**src/rtl/mmult_opt_mdc_package.sv**
```systemverilog
// Shared types and constants for the mmult_opt MDC engine and its kernel adapter.
package mmult_opt_mdc_package;

    localparam int unsigned MMULT_OPT_MDC_CNT_LEN = 1024;
    localparam int unsigned MMULT_OPT_MDC_CW      = $clog2(MMULT_OPT_MDC_CNT_LEN) + 1;

    // Control from the engine control FSM.
    typedef struct packed {
        logic                        clear;
        logic                        enable;
        logic                        start;
        logic [MMULT_OPT_MDC_CW-1:0] cnt_limit_out_r;
    } ctrl_engine_t;

    // Status back to the engine control FSM.
    typedef struct packed {
        logic [MMULT_OPT_MDC_CW-1:0] cnt_out_r;
        logic                        done;
        logic                        ready;
    } flags_engine_t;

    // ap_start-style kick to the HLS kernel.
    typedef struct packed {
        logic start;
    } ctrl_kernel_adapter_t;

    // ap_done / ap_idle / ap_ready from the HLS kernel.
    typedef struct packed {
        logic done;
        logic idle;
        logic ready;
    } flags_kernel_adapter_t;

    // Kernel adapter job FSM.
    typedef enum logic [1:0] {
        ADP_IDLE  = 2'd0,
        ADP_START = 2'd1,
        ADP_RUN   = 2'd2,
        ADP_DONE  = 2'd3
    } adapter_state_t;

endpackage

```
**src/rtl/mmult_opt_mdc_beat_counter.sv**
```systemverilog
// Saturating output-stream beat counter; never wraps past the programmed limit.
module mmult_opt_mdc_beat_counter
    import mmult_opt_mdc_package::*;
#(
    parameter int unsigned CW = MMULT_OPT_MDC_CW
) (
    input  logic          clk_i,
    input  logic          rst_i,
    input  logic          clear,
    input  logic          enable,
    input  logic          inc,
    input  logic [CW-1:0] limit,
    output logic [CW-1:0] count
);

    // Count accepted beats, holding once the limit is reached.
    always_ff @(posedge clk_i or posedge rst_i) begin
        if (rst_i) begin
            count <= '0;
        end else if (clear) begin
            count <= '0;
        end else if (enable && inc && (count < limit)) begin
            count <= count + CW'(1);
        end
    end

endmodule

```
**src/rtl/mmult_opt_mdc_kernel_adapter.sv**
```systemverilog
// Bridges the engine control FSM to an ap_ctrl_hs HLS kernel and counts its out_r beats.
module mmult_opt_mdc_kernel_adapter
    import mmult_opt_mdc_package::*;
#(
    parameter int unsigned CNT_LEN = MMULT_OPT_MDC_CNT_LEN
) (
    input  logic                  clk_i,
    input  logic                  rst_i,
    input  ctrl_engine_t          ctrl_i,
    output flags_engine_t         flags_o,
    output ctrl_kernel_adapter_t  kernel_ctrl_o,
    input  flags_kernel_adapter_t kernel_flags_i,
    input  logic                  out_r_valid_i,
    input  logic                  out_r_ready_i
);

    localparam int unsigned CW = $clog2(CNT_LEN) + 1;
    localparam int unsigned PW = MMULT_OPT_MDC_CW;

    adapter_state_t state_q, state_d;
    logic [CW-1:0]  limit_q;
    logic [CW-1:0]  count;
    logic           done_seen_q;
    logic           start_q, start_d;
    logic           done_q, done_d;
    logic           ready_q, ready_d;

    logic job_accept;
    logic beat;
    logic at_limit;
    logic reach_limit;
    logic kernel_done_any;
    logic unused_idle;

    // idle is informational only; the handshake is driven by ready/done.
    assign unused_idle = kernel_flags_i.idle;

    assign job_accept      = (state_q == ADP_IDLE) && ctrl_i.start && ctrl_i.enable && !ctrl_i.clear;
    assign beat            = out_r_valid_i && out_r_ready_i && ctrl_i.enable;
    assign at_limit        = (count == limit_q);
    assign reach_limit     = beat && ((count + CW'(1)) == limit_q);
    assign kernel_done_any = done_seen_q || kernel_flags_i.done;

    // Next-state and next-output decode; clear overrides everything.
    always_comb begin
        state_d = state_q;
        start_d = 1'b0;
        done_d  = 1'b0;
        ready_d = 1'b0;
        if (ctrl_i.clear) begin
            state_d = ADP_IDLE;
        end else begin
            case (state_q)
                ADP_IDLE: begin
                    if (job_accept) state_d = ADP_START;
                end
                ADP_START: begin
                    if (ctrl_i.enable && kernel_flags_i.ready) state_d = ADP_RUN;
                end
                ADP_RUN: begin
                    if (ctrl_i.enable && kernel_done_any && (at_limit || reach_limit)) begin
                        state_d = ADP_DONE;
                    end
                end
                ADP_DONE: begin
                    // Always leave so the done pulse is exactly one cycle wide.
                    state_d = ADP_IDLE;
                end
                default: state_d = ADP_IDLE;
            endcase
        end
        start_d = (state_d == ADP_START);
        done_d  = (state_d == ADP_DONE);
        ready_d = (state_d == ADP_IDLE);
    end

    // State and registered outputs.
    always_ff @(posedge clk_i or posedge rst_i) begin
        if (rst_i) begin
            state_q <= ADP_IDLE;
            start_q <= 1'b0;
            done_q  <= 1'b0;
            ready_q <= 1'b1;
        end else begin
            state_q <= state_d;
            start_q <= start_d;
            done_q  <= done_d;
            ready_q <= ready_d;
        end
    end

    // Latch the beat limit when a job is accepted; later changes are ignored.
    always_ff @(posedge clk_i or posedge rst_i) begin
        if (rst_i) begin
            limit_q <= '0;
        end else if (job_accept) begin
            limit_q <= CW'(ctrl_i.cnt_limit_out_r);
        end
    end

    // Sticky record that the kernel finished, since ap_done may precede the last beat.
    always_ff @(posedge clk_i or posedge rst_i) begin
        if (rst_i) begin
            done_seen_q <= 1'b0;
        end else if (ctrl_i.clear || job_accept) begin
            done_seen_q <= 1'b0;
        end else if (((state_q == ADP_START) || (state_q == ADP_RUN)) && kernel_flags_i.done) begin
            done_seen_q <= 1'b1;
        end
    end

    mmult_opt_mdc_beat_counter #(
        .CW (CW)
    ) u_beat_counter (
        .clk_i  (clk_i),
        .rst_i  (rst_i),
        .clear  (ctrl_i.clear || job_accept),
        .enable (ctrl_i.enable),
        .inc    ((state_q == ADP_RUN) && out_r_valid_i && out_r_ready_i),
        .limit  (limit_q),
        .count  (count)
    );

    assign flags_o.cnt_out_r   = PW'(count);
    assign flags_o.done        = done_q;
    assign flags_o.ready       = ready_q;
    assign kernel_ctrl_o.start = start_q;

endmodule

```
**config.mk**
```make
export PLATFORM = sky130hd
export DESIGN_NAME = mmult_opt_mdc_kernel_adapter
export DESIGN_NICKNAME = d
export VERILOG_FILES = /design/src/rtl/mmult_opt_mdc_package.sv /design/src/rtl/mmult_opt_mdc_beat_counter.sv /design/src/rtl/mmult_opt_mdc_kernel_adapter.sv
export SDC_FILE = /design/constraint.sdc
export NUM_CORES = 1
export LEC_CHECK = 0
export CORE_UTILIZATION = 53
export DETAILED_ROUTE_END_ITERATION = 16
export PLACE_DENSITY = 0.8
export SLEW_MARGIN = 15
export SYNTH_ARGS = -nofsm -noshare
export SYNTH_HDL_FRONTEND = slang
export SYNTH_SLANG_ARGS = --single-unit
```
**constraint.sdc**
```tcl
create_clock -name clk_i -period 2.5 [get_ports clk_i]
set_input_delay 0.25 -clock clk_i [delete_from_list [all_inputs] [get_ports clk_i]]
set_output_delay 0.25 -clock clk_i [all_outputs]
set_load 0.01 [all_outputs]
```
# [Word-level counts from Yosys, hierarchy flattened]
# Cells that the tools add are included.
[word_totals] output_inout_bits=14 register_bits=28
[classes] order_cmp=1 addsub=1 mux=9 n_eq_ne=7 reduce_logical=23
[ops] operator="$eq 11x11->1" n=2
[ops] operator="$mux 11" n=2
[ops] operator="$logic_and 1x1->1" n=14
[ops] operator="$add 11x1->11 const B" n=1
[ops] operator="$lt 11x11->1" n=1
[ops] operator="$mux 2" n=4
[ops] operator="$pmux 2 s4" n=1
[ops] operator="$eq 2x2->1 const B" n=3
[ops] operator="$eq 2x1->1 const B" n=2
[ops] operator="$logic_not 2->1" n=2
[ops] operator="$logic_or 1x1->1" n=4
[ops] operator="$reduce_bool 2->1" n=2
[ops] operator="$mux 1" n=2
[ops] operator="$logic_not 1->1" n=1

# [Logic depth before layout (Yosys ltp)]
[depth] word_depth=9 ltp_mapped=10 depth_no_buf=9

# [Cells and area by module]
# Synthesis repeated with hierarchy kept, for this count alone.
[unflattened] hier_cells=218 area_unflattened_um2=2025.7
[by_module_without_submodules] module="mmult_opt_mdc_kernel_adapter" n_inst=1 seq_area_each_um2=426.7 cells_per_inst=120 area_per_inst_um2=1198.6
[by_module_without_submodules] module="mmult_opt_mdc_beat_counter" n_inst=1 seq_area_each_um2=275.3 cells_per_inst=98 area_per_inst_um2=827.0

# [Worst setup path before layout]
# OpenSTA, ideal clock, no wires.
[synth_timing] path_type="reg-to-reg" start="register u_beat_counter.count[8]" end="register u_beat_counter.count[3]" setup_ns=0.078 synth_period_minus_slack_ns=2.087 t_arrival_ns=2.009 slack_ns=0.413 required_ns=2.422 stages_incl_launch_ff=9 cell_sequence="dfrtp_1 > ha_1 > a211oi_2 > o21ai_1 > nor2_1 > a211oi_2 > buf_6 > or4_1 > a21oi_1"
[synth_between] elab_chain_len=3
[synth_lines] item="start: declaration" line_no="mmult_opt_mdc_beat_counter.sv:13" source="output logic [CW-1:0] count"
[synth_lines] item="start signal: assignment" line_no="mmult_opt_mdc_beat_counter.sv:23" source="count <= count + CW'(1);"
[synth_lines] item="$lt 11x11->1" line_no="mmult_opt_mdc_beat_counter.sv:22" source="end else if (enable && inc && (count < limit)) begin"
[synth_lines] item="$logic_and 1x1->1" line_no="mmult_opt_mdc_beat_counter.sv:22"
[synth_lines] item="$reduce_bool 2->1 (no line)"
# Every way passes these cells.
# A chain may end at the register's enable or synchronous reset.

# [Worst setup path after layout]
[layout_timing] start="register u_beat_counter.count[1]" end="register done_q"
[layout_between] elab_chain_len=9
[layout_lines] item="$add 11x1->11" line_no="mmult_opt_mdc_kernel_adapter.sv:41" source="assign reach_limit = beat && ((count + CW'(1)) == limit_q);"
[layout_lines] item="$eq 11x11->1" line_no="mmult_opt_mdc_kernel_adapter.sv:41"
[layout_lines] item="$logic_and 1x1->1" line_no="mmult_opt_mdc_kernel_adapter.sv:41"
[layout_lines] item="$logic_or 1x1->1 (*)" line_no="mmult_opt_mdc_kernel_adapter.sv:61" source="if (ctrl_i.enable && kernel_done_any && (at_limit || reach_limit)) begin"
[layout_lines] item="$logic_and 1x1->1 (*)" line_no="mmult_opt_mdc_kernel_adapter.sv:61"
[layout_lines] item="$mux 2 (*)" line_no="mmult_opt_mdc_kernel_adapter.sv:61"
[layout_lines] item="$pmux 2 s4 (*)" line_no="mmult_opt_mdc_kernel_adapter.sv:53" source="case (state_q)"
[layout_lines] item="$mux 2 (*)" line_no="mmult_opt_mdc_kernel_adapter.sv:50" source="if (ctrl_i.clear) begin"
[layout_lines] item="named net state_d[0]" line_no="mmult_opt_mdc_kernel_adapter.sv:20" source="adapter_state_t state_q, state_d;"
[layout_lines] item="$eq 2x2->1 (*)" line_no="mmult_opt_mdc_kernel_adapter.sv:73" source="done_d = (state_d == ADP_DONE);"
[layout_lines] item="named net done_d" line_no="mmult_opt_mdc_kernel_adapter.sv:25" source="logic done_q, done_d;"
[layout_lines] item="end signal: assignment" line_no="mmult_opt_mdc_kernel_adapter.sv:87" source="done_q <= done_d;"
[layout_lines] item="end: declaration" line_no="mmult_opt_mdc_kernel_adapter.sv:25"
# Mark *: on every way through the listed nets, which the timed path passes. The rest lies on a longest branch.

==> summary.md <==
| Metric | Value |
|---|---|
| Status | `finished, final reports clean` |
| Final Hold Viols | `0` |
| Post-synth EDFFs | `0` |
| Area contributors post-synth | `dfrtp_1 33%, ha_1 9.3%, mux2_2 6.1%, inv_1 3.5%, a21oi_1 3.5%` |
| Routed Wire Length | `4810 microns` |
| ANT cells | `0` |
| Worst setup margin | `0.174 ns` |
| Placement Setup Slack | `0.0204 ns` |
| Crit Path Max Fanout | `11` |
| Crit path largest cell delay | `0.42 ns` |
| Warnings from Yosys | `0` |
| Setup TNS | `0 ns` |
| Primary FF master, synth | `dfrtp_1` |
| Synth-to-Final Area Change | `26.0%` |
| Layout Cell Area excl Fill | `0.00255 sq mm` |
| Final critical-path share of the clock period | `93.0%` |
| Worst setup EP type | `flop` |
| Gate power share | `47.5%` |
| Global-route wire length before repair | `8400 microns` |
| Most frequent cells in the layout | `33 x clkdlybuf4s50_1, 27 x dfrtp_1, 23 x buf_4` |
| Pleak | `1.05 nW` |
| Sw Pwr | `0.603 mW` |
| Slew headroom | `47.2%` |
| Dominant cell type by area after synthesis | `dfrtp_1` |
| Core area | `0.00366 sq mm` |
| CTS Sinks | `28` |
| Detailed Place HPWL | `3720 microns` |
| Hold_buf cts | `0` |
| Largest net degree at the start of global routing | `23` |
| Root buf cell | `clkbuf_8` |
| Syn Nets | `253` |
| TritonRoute pass-1 iters | `4` |
| Switch share | `35.2%` |
| Die area | `0.00407 sq mm` |
| Netlist Area Pre-Place | `0.00202 sq mm` |
| Post-DP Area | `0.00249 sq mm` |
| Internal power | `1.11 mW` |
| Distinct cells, synth | `50` |
| Max-slew violations | `0` |
| Synth Instances | `217` |
| Vias in the first global route | `1821` |
| Critical path class | `flop to flop` |
| Port Buf Inserts | `33` |
| Clock power share | `15.0%` |
| CTS Buffer Depth | `2` |
| CP Data Required Time | `2.67 ns` |
| Die Ht | `63.8 microns` |
| Worst Tran Pin Value | `0.791 ns` |
| Startpoint types | `flop` |
| Peak supply drop | `444 uV` |
| RSZ-0062 raised after global routing | `no` |
| Clock-pin slew on the worst setup and hold paths | `0.10 ns` |
| Worst hold margin | `0.409 ns` |
| Vias/cell | `5.92` |
| Avg Inst Size Synth | `9.32 sq um` |
| Io pins | `35` |
| Hold/Removal Path Class | `input port to asynchronous set/reset pin` |
| Initial antenna violation count | `0` |
| Die Wd | `63.8 microns` |
| All-layer global routing usage | `26.7%` |
| Critical path's slowest cell | `dfrtp_1` |
| Nets | `300` |
| Htree depth | `1` |
| Fmax | `430 MHz` |
| Clock skew | `0.0114 ns` |
| Sequential share of power | `37.5%` |
| Pwr/cell area | `672 mW/mm^2` |
| DRC Markers | `0` |
| Postcts setup bufs | `0` |
| #FFs+latches synth | `28` |
| Max cap viols | `0` |
| Total CTS buffers | `3` |
| Placer Congestion | `0.891` |
| Initial Utilization | `55.2%` |
| Worst EP arrival | `2.49 ns` |
| Most common cell after layout, fill and taps aside | `clkdlybuf4s50_1` |
| Worst-skew pair later-pin latency | `0.28 ns` |
| Iter 0 DRT Violations | `130` |
| Total gr overflow | `0` |
| Routed Antenna Nets | `0` |
| Crit path cell chain | `buf_4 -> ha_1 -> and2_2 -> a211o_1 -> a31oi_1 -> nor4_1 -> a31oi_1 -> inv_1 -> and2_1` |
| Final setup vio count | `0` |
| Sequential area share after synthesis | `34.7%` |
| Most used cell, CP | `a31oi_1` |
| Share of the synthesized area in the top cell type | `33.4%` |
| WL per Instance | `15.5 microns` |
| Vias | `1840` |
| CTS tree | `built` |
| Minimum clock period | `2.33 ns` |
| Share of flip-flops with an asynchronous set or reset | `100%` |
| Num rows | `22` |
| Layout cells sized above 1 | `17.9%` |
[critical path, delay by kind of cell, from the launching register on]
family / cells / cell delay (ns)
simple gates: 3 / 0.53
flops: 1 / 0.42
compound gates: 3 / 0.78
buf+inv: 2 / 0.25
fa+ha+maj: 1 / 0.23
[through the flow]
step                      std cells  util (%)  total power, mW
after floorplan                 217         -             1.16
after global placement          307      68.1             1.43
after detailed placement        307      68.1             1.45
after CTS                       311      69.5             1.71
after global routing            311      69.6             1.84
final                           311      69.6             1.71
[repair_timing]
item	in CTS	in global routing
endpoints found under the hold margin	0	0
endpoints found under the setup margin	1	1
gates cloned	0	0
gates resized for setup	1	1
[final timing paths]
kind | slack (ns) | endpoint | cells after the start | start
min in group clk_i | 0.53 | limit_q[0] | 1 | limit_q[0]
worst min-delay path | 0.41 | limit_q[10] | 2 | rst_i
worst max-delay path | 0.17 | done_q | 9 | u_beat_counter.count[1]
worst min register to register | 0.53 | limit_q[0] | 1 | limit_q[0]
worst max register to register | 0.17 | done_q | 9 | u_beat_counter.count[1]
max in group asynchronous | 1.50 | limit_q[4] | 3 | rst_i
[power groups by stage]
stage | Clock (mW) | Combinational (mW) | Sequential, mW
after floorplan | 0 | 0.499 | 0.665
after global placement | 0 | 0.779 | 0.646
after detailed placement | 0 | 0.799 | 0.651
after CTS | 0.256 | 0.812 | 0.643
after global routing | 0.277 | 0.904 | 0.658
final | 0.257 | 0.812 | 0.642
[sequential cells by signal, summed over array words and instances (netlist names)]
signal / count
u_beat_counter.count: 11
done_seen_q: 1
done_q: 1
limit_q: 11
ready_q: 1
kernel_ctrl_o: 1
state_q: 2
[final cells by class]
type	count	area, sq um
clock buffers	4	45.0
fillers	297	1110
inverters	19	71.3
multi-input cells	156	1170
flip-flops and latches	28	702
well taps	48	60.1
repair buffers	56	503
[logic make-up (layout without fill, tap and decap cells)]
kind of cell             count (synthesis)  count (layout)  synth area share [%]
AND/OR/NAND/NOR                         64              64                  17.8
AO/OA/AOI/OAI                           56              56                  19.3
buffers and inverters                   33              79                  8.04
flip-flops                              28              28                  34.7
adder cells (fa/ha/maj)                 15              15                  9.28
multiplexers                            12              12                  6.62
XOR/XNOR                                 9               9                  4.27
[layer usage]
metal / GRT usage [%] / up-vias / part of all wire [%]
met3: 3.75 / 11 / 3.3
met2: 42.0 / 49 / 49
met5: 0 / - / 0
li1: - / 897 / -
met4: 9.94 / 0 / 2.4
met1: 37.3 / 883 / 46
[cell usage after synthesis (all sizes together) (6+ instances only)]
library cell / number
mux2: 11
or4: 8
o21ai: 6
inv: 19
nor2: 13
a31oi: 7
dfrtp: 27
nand2: 8
a21oi: 14
ha: 15
buf: 11
o31ai: 9
nand3: 8
Power figures use the tool's default switching activity.
